<file path="src/rtl/xcorr_shift_ctrl_pkg.sv">
// Shared state encodings and magnitude helper for the CAF shift controller.
// The optional peak tracker is enabled with the CAF_PEAK_EN macro.
package xcorr_ctrl_pkg;

  typedef enum logic [1:0] {
    ST_IDLE  = 2'd0,
    ST_ISSUE = 2'd1,
    ST_DRAIN = 2'd2,
    ST_DONE  = 2'd3
  } ctrl_state_t;

  localparam int MAX_ABS_BITS = 64;

  // Callers sign-extend into the wide argument and truncate the result.
  function automatic logic [MAX_ABS_BITS-1:0] abs_mag(input logic signed [MAX_ABS_BITS-1:0] v);
    logic [MAX_ABS_BITS-1:0] r;
    r = v[MAX_ABS_BITS-1] ? MAX_ABS_BITS'(-v) : MAX_ABS_BITS'(v);
    return r;
  endfunction

endpackage

</file>
<file path="src/rtl/xcorr_shift_ctrl_if.sv">
// Buffer-read, dot-product-engine and result-stream signals of the shift controller.
// master = controller side, slave = buffers/engine/downstream side.
interface xcorr_shift_ctrl_if #(
  parameter int REF_ADDR_BITS = 3,
  parameter int RX_ADDR_BITS  = 4,
  parameter int I_BITS        = 24,
  parameter int Q_BITS        = 24,
  parameter int SHIFT_BITS    = 3
);

  logic                     ref_rd_en;
  logic [REF_ADDR_BITS-1:0] ref_addr;
  logic                     rx_rd_en;
  logic [RX_ADDR_BITS-1:0]  rx_addr;
  logic                     dp_x_tvalid;
  logic                     dp_y_tvalid;
  logic                     dp_product_tready;
  logic                     dp_product_tvalid;
  logic [I_BITS-1:0]        dp_i;
  logic [Q_BITS-1:0]        dp_q;
  logic                     out_tready;
  logic                     out_tvalid;
  logic [I_BITS-1:0]        out_i;
  logic [Q_BITS-1:0]        out_q;
  logic [SHIFT_BITS-1:0]    out_shift;

  modport master (
    output ref_rd_en, ref_addr, rx_rd_en, rx_addr,
    output dp_x_tvalid, dp_y_tvalid, dp_product_tready,
    input  dp_product_tvalid, dp_i, dp_q,
    input  out_tready,
    output out_tvalid, out_i, out_q, out_shift
  );

  modport slave (
    input  ref_rd_en, ref_addr, rx_rd_en, rx_addr,
    input  dp_x_tvalid, dp_y_tvalid, dp_product_tready,
    output dp_product_tvalid, dp_i, dp_q,
    output out_tready,
    input  out_tvalid, out_i, out_q, out_shift
  );

endinterface

</file>
<file path="src/rtl/xcorr_shift_ctrl_peak_tracker.sv">
// Tracks the largest |I|+|Q| result of a sweep and the shift that produced it.
// Only instantiated by xcorr_shift_ctrl when CAF_PEAK_EN is defined.
module xcorr_peak_tracker
  import xcorr_ctrl_pkg::*;
#(
  parameter int I_BITS     = 24,
  parameter int Q_BITS     = 24,
  parameter int SHIFT_BITS = 3,
  parameter int MAG_BITS   = 25
) (
  input  logic                  clk,
  input  logic                  rst,
  input  logic                  i_clear,
  input  logic                  i_valid,
  input  logic [I_BITS-1:0]     i_i,
  input  logic [Q_BITS-1:0]     i_q,
  input  logic [SHIFT_BITS-1:0] i_shift,
  output logic [MAG_BITS-1:0]   o_peak_mag,
  output logic [SHIFT_BITS-1:0] o_peak_shift
);

  logic [MAG_BITS-1:0]   w_abs_i;
  logic [MAG_BITS-1:0]   w_abs_q;
  logic [MAG_BITS-1:0]   w_mag;
  logic [MAG_BITS-1:0]   r_peak_mag;
  logic [SHIFT_BITS-1:0] r_peak_shift;

  assign w_abs_i = MAG_BITS'(abs_mag(MAX_ABS_BITS'(signed'(i_i))));
  assign w_abs_q = MAG_BITS'(abs_mag(MAX_ABS_BITS'(signed'(i_q))));
  assign w_mag   = w_abs_i + w_abs_q;

  // Strict compare so a tie keeps the earlier shift.
  always_ff @(posedge clk or posedge rst) begin
    if (rst) begin
      r_peak_mag   <= '0;
      r_peak_shift <= '0;
    end else if (i_clear) begin
      r_peak_mag   <= '0;
      r_peak_shift <= '0;
    end else if (i_valid && (w_mag > r_peak_mag)) begin
      r_peak_mag   <= w_mag;
      r_peak_shift <= i_shift;
    end
  end

  assign o_peak_mag   = r_peak_mag;
  assign o_peak_shift = r_peak_shift;

endmodule

</file>
<file path="src/rtl/xcorr_shift_ctrl.sv">
// Sweeps NUM_SHIFTS delay hypotheses through the complex dot-product engine and tags results.
// Define CAF_PEAK_EN to add the peak magnitude / peak shift outputs.
module xcorr_shift_ctrl
  import xcorr_ctrl_pkg::*;
#(
  parameter int LENGTH        = 5,
  parameter int LEN_CNT_BITS  = 3,
  parameter int NUM_SHIFTS    = 8,
  parameter int SHIFT_BITS    = 3,
  parameter int REF_ADDR_BITS = 3,
  parameter int RX_ADDR_BITS  = 4,
  parameter int I_BITS        = 24,
  parameter int Q_BITS        = 24
) (
  input  logic clk,
  input  logic rst,
  input  logic i_start,
  output logic o_busy,
  output logic o_done,
`ifdef CAF_PEAK_EN
  output logic [((I_BITS > Q_BITS) ? I_BITS : Q_BITS):0] o_peak_mag,
  output logic [SHIFT_BITS-1:0]                          o_peak_shift,
`endif
  xcorr_shift_ctrl_if.master bus
);

  localparam int CNT_BITS = SHIFT_BITS + 1;
  localparam logic [LEN_CNT_BITS-1:0] K_LAST   = LEN_CNT_BITS'(LENGTH - 1);
  localparam logic [SHIFT_BITS-1:0]   S_LAST   = SHIFT_BITS'(NUM_SHIFTS - 1);
  localparam logic [CNT_BITS-1:0]     CNT_DONE = CNT_BITS'(NUM_SHIFTS);

  ctrl_state_t              r_state;
  logic [LEN_CNT_BITS-1:0]  r_k;
  logic [SHIFT_BITS-1:0]    r_s;
  logic [CNT_BITS-1:0]      r_result_cnt;
  logic                     r_busy;
  logic                     r_done;
  logic                     r_rd_en;
  logic [REF_ADDR_BITS-1:0] r_ref_addr;
  logic [RX_ADDR_BITS-1:0]  r_rx_addr;
  logic                     r_dp_tvalid;
  logic                     r_tvalid_q;
  logic                     r_out_tvalid;
  logic [I_BITS-1:0]        r_out_i;
  logic [Q_BITS-1:0]        r_out_q;
  logic [SHIFT_BITS-1:0]    r_out_shift;

  logic                     w_accept;
  logic                     w_last_read;
  logic                     w_product_edge;
  logic [RX_ADDR_BITS-1:0]  w_rx_addr;

  assign w_accept       = (r_state == ST_IDLE) && i_start;
  assign w_last_read    = (r_s == S_LAST) && (r_k == K_LAST);
  assign w_product_edge = bus.dp_product_tvalid && !r_tvalid_q;
  assign w_rx_addr      = RX_ADDR_BITS'(r_s) + RX_ADDR_BITS'(r_k);

  // Read sequencing: one buffer read per unstalled ISSUE cycle, k inner loop, s outer loop.
  always_ff @(posedge clk or posedge rst) begin
    if (rst) begin
      r_state    <= ST_IDLE;
      r_k        <= '0;
      r_s        <= '0;
      r_busy     <= 1'b0;
      r_done     <= 1'b0;
      r_rd_en    <= 1'b0;
      r_ref_addr <= '0;
      r_rx_addr  <= '0;
    end else begin
      r_rd_en <= 1'b0;
      r_done  <= 1'b0;
      case (r_state)
        ST_IDLE: begin
          if (i_start) begin
            r_state <= ST_ISSUE;
            r_k     <= '0;
            r_s     <= '0;
            r_busy  <= 1'b1;
          end
        end
        ST_ISSUE: begin
          if (bus.out_tready) begin
            r_rd_en    <= 1'b1;
            r_ref_addr <= REF_ADDR_BITS'(r_k);
            r_rx_addr  <= w_rx_addr;
            if (r_k == K_LAST) begin
              r_k <= '0;
              r_s <= r_s + 1'b1;
            end else begin
              r_k <= r_k + 1'b1;
            end
            if (w_last_read) begin
              r_state <= ST_DRAIN;
            end
          end
        end
        ST_DRAIN: begin
          if (r_result_cnt == CNT_DONE) begin
            r_state <= ST_DONE;
            r_done  <= 1'b1;
            r_busy  <= 1'b0;
          end
        end
        ST_DONE: begin
          r_state <= ST_IDLE;
        end
        default: begin
          r_state <= ST_IDLE;
        end
      endcase
    end
  end

  // The engine may hold tvalid through a stall, so only its rising edge marks a new result.
  always_ff @(posedge clk or posedge rst) begin
    if (rst) begin
      r_dp_tvalid  <= 1'b0;
      r_tvalid_q   <= 1'b0;
      r_out_tvalid <= 1'b0;
      r_out_i      <= '0;
      r_out_q      <= '0;
      r_out_shift  <= '0;
      r_result_cnt <= '0;
    end else begin
      r_dp_tvalid  <= r_rd_en;
      r_tvalid_q   <= bus.dp_product_tvalid;
      r_out_tvalid <= 1'b0;
      if (w_accept) begin
        r_result_cnt <= '0;
      end else if (w_product_edge && (r_state != ST_IDLE)) begin
        r_out_tvalid <= 1'b1;
        r_out_i      <= bus.dp_i;
        r_out_q      <= bus.dp_q;
        r_out_shift  <= SHIFT_BITS'(r_result_cnt);
        r_result_cnt <= r_result_cnt + 1'b1;
      end
    end
  end

  assign o_busy                = r_busy;
  assign o_done                = r_done;
  assign bus.ref_rd_en         = r_rd_en;
  assign bus.rx_rd_en          = r_rd_en;
  assign bus.ref_addr          = r_ref_addr;
  assign bus.rx_addr           = r_rx_addr;
  assign bus.dp_x_tvalid       = r_dp_tvalid;
  assign bus.dp_y_tvalid       = r_dp_tvalid;
  assign bus.dp_product_tready = bus.out_tready;
  assign bus.out_tvalid        = r_out_tvalid;
  assign bus.out_i             = r_out_i;
  assign bus.out_q             = r_out_q;
  assign bus.out_shift         = r_out_shift;

`ifdef CAF_PEAK_EN
  localparam int MAG_BITS = ((I_BITS > Q_BITS) ? I_BITS : Q_BITS) + 1;

  xcorr_peak_tracker #(
    .I_BITS     (I_BITS),
    .Q_BITS     (Q_BITS),
    .SHIFT_BITS (SHIFT_BITS),
    .MAG_BITS   (MAG_BITS)
  ) u_peak (
    .clk          (clk),
    .rst          (rst),
    .i_clear      (w_accept),
    .i_valid      (r_out_tvalid),
    .i_i          (r_out_i),
    .i_q          (r_out_q),
    .i_shift      (r_out_shift),
    .o_peak_mag   (o_peak_mag),
    .o_peak_shift (o_peak_shift)
  );
`endif

endmodule

</file>
<file path="src/flat_wrapper.sv">
// flat-port wrapper written by rule: the top's interface ports become plain ports
module xcorr_shift_ctrl_flat import xcorr_ctrl_pkg::*;
#(
  parameter int LENGTH        = 5,
  parameter int LEN_CNT_BITS  = 3,
  parameter int NUM_SHIFTS    = 8,
  parameter int SHIFT_BITS    = 3,
  parameter int REF_ADDR_BITS = 3,
  parameter int RX_ADDR_BITS  = 4,
  parameter int I_BITS        = 24,
  parameter int Q_BITS        = 24
)
  (clk, rst, i_start, o_busy, o_done, bus_ref_rd_en, bus_ref_addr, bus_rx_rd_en, bus_rx_addr, bus_dp_x_tvalid, bus_dp_y_tvalid, bus_dp_product_tready, bus_dp_product_tvalid, bus_dp_i, bus_dp_q, bus_out_tready, bus_out_tvalid, bus_out_i, bus_out_q, bus_out_shift);
  xcorr_shift_ctrl_if #(.REF_ADDR_BITS(REF_ADDR_BITS), .RX_ADDR_BITS(RX_ADDR_BITS), .I_BITS(I_BITS), .Q_BITS(Q_BITS), .SHIFT_BITS(SHIFT_BITS)) bus_i ();
  input  logic clk;
  input  logic rst;
  input  logic i_start;
  output logic o_busy;
  output logic o_done;
  output wire logic [$bits(bus_i.ref_rd_en)-1:0] bus_ref_rd_en;
  output wire logic [$bits(bus_i.ref_addr)-1:0] bus_ref_addr;
  output wire logic [$bits(bus_i.rx_rd_en)-1:0] bus_rx_rd_en;
  output wire logic [$bits(bus_i.rx_addr)-1:0] bus_rx_addr;
  output wire logic [$bits(bus_i.dp_x_tvalid)-1:0] bus_dp_x_tvalid;
  output wire logic [$bits(bus_i.dp_y_tvalid)-1:0] bus_dp_y_tvalid;
  output wire logic [$bits(bus_i.dp_product_tready)-1:0] bus_dp_product_tready;
  input wire logic [$bits(bus_i.dp_product_tvalid)-1:0] bus_dp_product_tvalid;
  input wire logic [$bits(bus_i.dp_i)-1:0] bus_dp_i;
  input wire logic [$bits(bus_i.dp_q)-1:0] bus_dp_q;
  input wire logic [$bits(bus_i.out_tready)-1:0] bus_out_tready;
  output wire logic [$bits(bus_i.out_tvalid)-1:0] bus_out_tvalid;
  output wire logic [$bits(bus_i.out_i)-1:0] bus_out_i;
  output wire logic [$bits(bus_i.out_q)-1:0] bus_out_q;
  output wire logic [$bits(bus_i.out_shift)-1:0] bus_out_shift;
  assign bus_ref_rd_en = bus_i.ref_rd_en;
  assign bus_ref_addr = bus_i.ref_addr;
  assign bus_rx_rd_en = bus_i.rx_rd_en;
  assign bus_rx_addr = bus_i.rx_addr;
  assign bus_dp_x_tvalid = bus_i.dp_x_tvalid;
  assign bus_dp_y_tvalid = bus_i.dp_y_tvalid;
  assign bus_dp_product_tready = bus_i.dp_product_tready;
  assign bus_i.dp_product_tvalid = bus_dp_product_tvalid;
  assign bus_i.dp_i = bus_dp_i;
  assign bus_i.dp_q = bus_dp_q;
  assign bus_i.out_tready = bus_out_tready;
  assign bus_out_tvalid = bus_i.out_tvalid;
  assign bus_out_i = bus_i.out_i;
  assign bus_out_q = bus_i.out_q;
  assign bus_out_shift = bus_i.out_shift;
  xcorr_shift_ctrl #(.LENGTH(LENGTH), .LEN_CNT_BITS(LEN_CNT_BITS), .NUM_SHIFTS(NUM_SHIFTS), .SHIFT_BITS(SHIFT_BITS), .REF_ADDR_BITS(REF_ADDR_BITS), .RX_ADDR_BITS(RX_ADDR_BITS), .I_BITS(I_BITS), .Q_BITS(Q_BITS)) u_core (.clk(clk), .rst(rst), .i_start(i_start), .o_busy(o_busy), .o_done(o_done), .bus(bus_i));
endmodule
</file>
<file path="config.mk">
export PLATFORM = sky130hd
export DESIGN_NAME = xcorr_shift_ctrl_flat
export DESIGN_NICKNAME = d
export VERILOG_FILES = /design/src/rtl/xcorr_shift_ctrl_pkg.sv /design/src/rtl/xcorr_shift_ctrl_if.sv /design/src/rtl/xcorr_shift_ctrl_peak_tracker.sv /design/src/rtl/xcorr_shift_ctrl.sv /design/src/flat_wrapper.sv
export SDC_FILE = /design/constraint.sdc
export NUM_CORES = 1
export LEC_CHECK = 0
export ABC_AREA = 1
export CORE_ASPECT_RATIO = 1.5
export CORE_MARGIN = 3
export CORE_UTILIZATION = 49
export CTS_BUF_LIST = sky130_fd_sc_hd__clkbuf_4
export DETAILED_ROUTE_END_ITERATION = 7
export PLACE_DENSITY = 0.88
export SYNTH_ARGS = -nofsm -noshare
export SYNTH_HDL_FRONTEND = slang
export SYNTH_HIERARCHICAL = 1
export SYNTH_SLANG_ARGS = --single-unit
</file>
<file path="constraint.sdc">
create_clock -name clk -period 4.66 [get_ports clk]
set_input_delay 0.466 -clock clk [delete_from_list [all_inputs] [get_ports clk]]
set_output_delay 0.466 -clock clk [all_outputs]
set_load 0.005 [all_outputs]
</file>
Yosys cells after proc, flatten, opt, wreduce, memory -nomap -nowiden
Index checks and enable logic that the tools add are counted.
{ "word_totals": {"output_inout_bits": 66, "input_bits": 53, "register_bits": 76, "wordCells": 70} }
{ "classes": {"reduce_logical": 16, "muxes": 23, "n_addsub": 4, "n_bitwise": 1, "n_eq_ne": 11} }
{ "op_table": {"columns": ["op", "count"], "rows": [
  ["two-way mux 3 bit", 5],
  ["one-hot mux 3 bit (2 select lines)", 2],
  ["two-way mux 1 bit", 8],
  ["two-way mux 2 bit", 4],
  ["two-way mux 4 bit", 2],
  ["one-hot mux 2 bit (4 select lines)", 1],
  ["AND reduction 4 bit", 2],
  ["nonzero test 2 bit", 4],
  ["adder 3 x 1 -> 3 bit, second input constant", 2],
  ["== test 3 bit, second input constant", 2],
  ["!= test 2 x 1 -> 1 bit, second input constant", 3],
  ["AND reduction 3 bit", 2],
  ["adder 3 x 3 -> 4 bit", 1],
  ["adder 4 x 1 -> 4 bit, second input constant", 1],
  ["== test 2 bit, second input constant", 2],
  ["== test 4 bit, second input constant", 1],
  ["logical AND 1 bit", 4],
  ["!= test 2 bit, second input constant", 2],
  ["AND reduction 2 bit", 2],
  ["== test 2 x 1 -> 1 bit, second input constant", 1],
  ["zero test 2 bit", 1],
  ["one-hot mux 1 bit (2 select lines)", 1],
  ["zero test 1 bit", 1],
  ["NOT 1 bit", 1]
]} }

Depth between registers and ports, before layout
{ "logic_depth": {"ltp_word": 5, "mapped_depth": 9, "depth_no_buf": 8} }

Least setup slack after synthesis
Ideal clock, no wire load.
{ "synth_path": {"path_kind": "reg2reg", "startpoint": "register u_core.r_k[0]", "endpoint": "register u_core.r_rx_addr[2] (netlist: u_core/bus.rx_addr[2])", "setup_ns": 0.083, "required_time_ns": 4.577, "arrival_time_ns": 1.194, "synth_period_minus_slack_ns": 1.276, "n_path_buf": 0, "slack_ns": 3.384, "stages_incl_launch_ff": 6, "cell_sequence": "dfrtp_1 -> ha_1 -> inv_1 -> fa_1 -> xor2_1 -> o21ai_0"} }
{ "synth_via": {"elab_chain_len": 1} }
{ "synth_lines": {"columns": ["element", "line_no", "text"], "rows": [
  ["start, declared", "xcorr_shift_ctrl.sv:33", "logic [LEN_CNT_BITS-1:0] r_k;"],
  ["start signal, assigned", "xcorr_shift_ctrl.sv:90", "r_k <= r_k + 1'b1;"],
  ["adder 3 x 3 -> 4 bit", "xcorr_shift_ctrl.sv:56", "assign w_rx_addr = RX_ADDR_BITS'(r_s) + RX_ADDR_BITS'(r_k);"],
  ["end signal, assigned", "xcorr_shift_ctrl.sv:85", "r_rx_addr <= w_rx_addr;"],
  ["end, declared", "xcorr_shift_ctrl.sv:40", "logic [RX_ADDR_BITS-1:0] r_rx_addr;"]
]} }
No other way between the ends.
A chain may end at the register's enable or synchronous reset.

Worst setup path in the final report
{ "layout_path": {"startpoint": "register u_core.r_state[0]", "endpoint": "register u_core.r_out_shift[0] (netlist: u_core/bus.out_shift[0])"} }
{ "layout_via": {"elab_chain_len": 4, "elab_cells_between_ends": 6, "classes_between": "1 x bitwise; 5 x reduce/logical"} }
{ "layout_lines": {"columns": ["element", "line_no", "text"], "rows": [
  ["start, declared", "xcorr_shift_ctrl.sv:32", "ctrl_state_t r_state;"],
  ["start signal, assigned", "xcorr_shift_ctrl.sv:61", "r_state <= ST_IDLE;"],
  ["start signal, assigned", "xcorr_shift_ctrl.sv:75", "r_state <= ST_ISSUE;"],
  ["start signal, assigned", "xcorr_shift_ctrl.sv:93", "r_state <= ST_DRAIN;"],
  ["zero test 2 bit", "xcorr_shift_ctrl.sv:53", "assign w_accept = (r_state == ST_IDLE) && i_start;"],
  ["logical AND 1 bit", "xcorr_shift_ctrl.sv:53", null],
  ["NOT 1 bit (no line)", null, null],
  ["AND reduction 2 bit (no line) (*)", null, null],
  ["end signal, assigned", "xcorr_shift_ctrl.sv:134", "r_out_shift <= SHIFT_BITS'(r_result_cnt);"],
  ["end, declared", "xcorr_shift_ctrl.sv:46", "logic [SHIFT_BITS-1:0] r_out_shift;"]
]} }
Every way passes the cells marked *; elsewhere a longest branch is shown, timed or not.

==> run summary <==
max cap viols = 0
proportion of synthesized area in mux cells = 0%
synth top area cells = dfrtp_1 (58%), nand2_1 (22%), ha_1 (4.6%)
via count = 2765
Mapped Avg Cell Area = 8.937 sq um
FILL cells = 481
synth warn = 6
vias in the first global route = 2795
synthesis-to-layout area growth = 39.88%
WP data required = 4950 ps
setup_tns = 0 ps
Yosys top cell by area = dfrtp_1
WHS Endpoint = u_core/bus.dp_x_tvalid$_DFF_PP0_
Cell Chain, Critical Path = inv_1 > ha_1 > inv_2 > nand2_4 > inv_4 > nand2_1 > o21a_1
area share of and/or/nand/nor cells after synthesis = 26.08%
number of H-tree levels = 3
PwrDens = 568.4 nW/um^2
n_diodes = 0
CP arrival = 2440 ps
Final Hold Fails = 0
Max Slew Vio Count = 0
Post-synth top cells = nand2_1 (190), dfrtp_1 (76), inv_1 (20)
post-CTS sizing = 0
final setup violation count = 0
Most used DFF post-synth = dfrtp_1
clk_lat worst skew = 400 ps
Die Wd = 72.53 um
grt ovf = 0
Adder-Cell Fraction of Synth Area = 5.231%
Setup CP Type = reg -> reg
Final ANT Viol Nets = 0
GRT Overall Usage = 20.74%
Util after Layout = 72.16%
placer congestion estimate = 0.8250
Mapped Cells = 364
routed vias/inst = 4.955
core area = 6306 sq um
die area = 7673 sq um
CTS sink count = 76
hpwl dp = 5642 um
initial antenna violation count = 0
largest family of logic cells by synthesized area = simple AND/OR/NAND/NOR gates
reg2reg setup slack = 2510 ps
postcts setup bufs = 0
outcome = completed
cell row count = 35
Worst Skew = 17.72 ps
fin crit share = 46.16%
Initial Util = 51.59%
Min-Delay Path Depth = 0
most frequent cell after synthesis = nand2_1
Setup crit end kind = flip-flop
hold_buf cts = 0
clock root cell = clkbuf_4
Yosys top cell area share = 58.46%
DRC viols = 0
R2R depth = 7
Mapped Area = 3253 sq um
Synth Area in XOR/XNOR = 0.5385%
worst slew pin tran = 912.6 ps
CTS tree = yes
Fmax achieved = 464.9 MHz
worst min-delay path class = reg -> reg
leakage = 2.285 nW
largest net degree at the start of global routing = 56
share of flip-flops with an asynchronous set or reset = 100.0%
clock slew at reported path FFs = 110 ps
placed instance count = 542
Top Ports = 119
register bit total from synthesis = 76
Starting DRT DRC Count = 113
hold path startpoint = u_core/bus.ref_rd_en$_DFF_PP0_
Die H = 105.8 um
Yosys cell types = 22
fraction of the mapped netlist area in compound gates = 3.154%
R2R Path End = u_core/bus.out_shift[0]$_DFFE_PP0P_
Largest stage delay, worst path = 520 ps
Post-synth EDFFs = 0
syn_nets = 430
CP Max Fanout = 55
worst relative slew slack = 39.07%
WL/cell = 13.64 um
RR Startpoint = u_core/r_state[0]$_DFFE_PP0P_
Pre-antenna DRT Iters = 4
Clock Path Buffers = 2
post-route insts no fill = 558
CTS buffer count = 9
Final Critical Period = 2151 ps
Buffers on Ports = 118
maximum vdd drop = 0.3476 mV
first-pass GRT wire length = 12570 um
Startpoint Class = flip-flop
unrepaired setup endpoints after global routing = false
nets = 545
layout cells sized above 1 = 5.165%
share of the yosys chip area belonging to registers = 58.46%
crit path max-delay cell type = inv_4
Post-Route WL = 7613 um
[cell type report]
type	count	area [sq um]	area share [%]
Multi-Input combinational cell	250	1139	25.02
Clock buffer	10	75.07	1.650
Tap cell	74	92.59	2.035
Clock inverter	6	65.06	1.430
Sequential cell	76	1902	41.79
Timing Repair Buffer	119	1189	26.12
Inverter	23	88.84	1.952
[routing by layer]
metal	part of all wire, %	up-vias	global-route usage [%]
met1	38	1304	22.93
met3	5.8	12	4.676
met5	0	-	0
li1	-	1342	-
met2	54	107	37.14
met4	1.9	0	8.575
[worst max-delay path by stage]
stage                                        from                                   to  cells after the start
floorplan                                     rst     u_core/bus.dp_x_tvalid$_DFF_PP0_                      1
global placement            bus_dp_product_tvalid  u_core/bus.out_shift[0]$_DFFE_PP0P_                      7
detailed placement          bus_dp_product_tvalid  u_core/bus.out_shift[0]$_DFFE_PP0P_                      7
CTS                 u_core/r_state[0]$_DFFE_PP0P_  u_core/bus.out_shift[0]$_DFFE_PP0P_                      7
global route        u_core/r_state[0]$_DFFE_PP0P_  u_core/bus.out_shift[0]$_DFFE_PP0P_                      7
finish              u_core/r_state[0]$_DFFE_PP0P_  u_core/bus.out_shift[0]$_DFFE_PP0P_                      7
[critical path: cells and delay by family (launching register included)]
kind	cells	cell delay [ps]
buffers and inverters	3	730
DFF	1	410
and+or+nand+nor	2	460
adders and majority gates	1	270
AOI/OAI and AO/OA	1	130
[cells in the final DEF (no fill, tap or decap), types with 2 or more instances in the layout]
cell             synthesis  routed
nand2_1                190     190
clkdlybuf4s50_1          0     118
dfrtp_1                 76      76
inv_1                   20      19
nand3_1                 13      13
o21ai_0                 13      13
ha_1                    12      12
clkbuf_4                 0      10
nor2_1                   6       6
o21ai_1                  4       4
clkinvlp_4               0       3
inv_2                    2       3
a21oi_1                  2       2
nand2_2                  2       2
xor2_1                   2       2
[flip-flops by register name, summed over array words and instances, names as in the netlist]
signal and flops:
u_core/bus.out_shift 3, u_core/r_tvalid_q 1, u_core/o_busy 1, u_core/bus.out_tvalid 1, u_core/r_result_cnt 4, u_core/r_k 3, u_core/bus.dp_x_tvalid 1, u_core/bus.ref_addr 3
u_core/r_s 3, u_core/o_done 1, u_core/bus.ref_rd_en 1, u_core/bus.rx_addr 4, u_core/bus.out_q 24, u_core/r_state 2, u_core/bus.out_i 24
[logic make-up (layout without fill, tap and decap cells)]
family          after synthesis  count (layout)
simple gates                215             215
flops                        76              76
buf+inv                      38             158
compound gates               20              20
fa+ha+maj                    13              13
xor+xnor                      2               2
[through the flow]
stage	power [mW]	hold slack (ps)	setup WS, ps	cell area, sq um
finish	2.586	409.8	2509	4551
global route	2.784	440.7	2320	4551
CTS	2.621	413.6	2538	4551
detailed placement	2.221	386.9	2295	4410
global placement	2.160	378.9	2356	4410
floorplan	1.582	396.8	2256	3253
[power breakdown]
group / leakage [nW] / switching, mW / internal [mW]
registers: 0.969 / 0.155 / 0.921
clock network: 0.0663 / 0.216 / 0.169
logic: 1.25 / 0.512 / 0.615
Power figures use the tool's default switching activity.
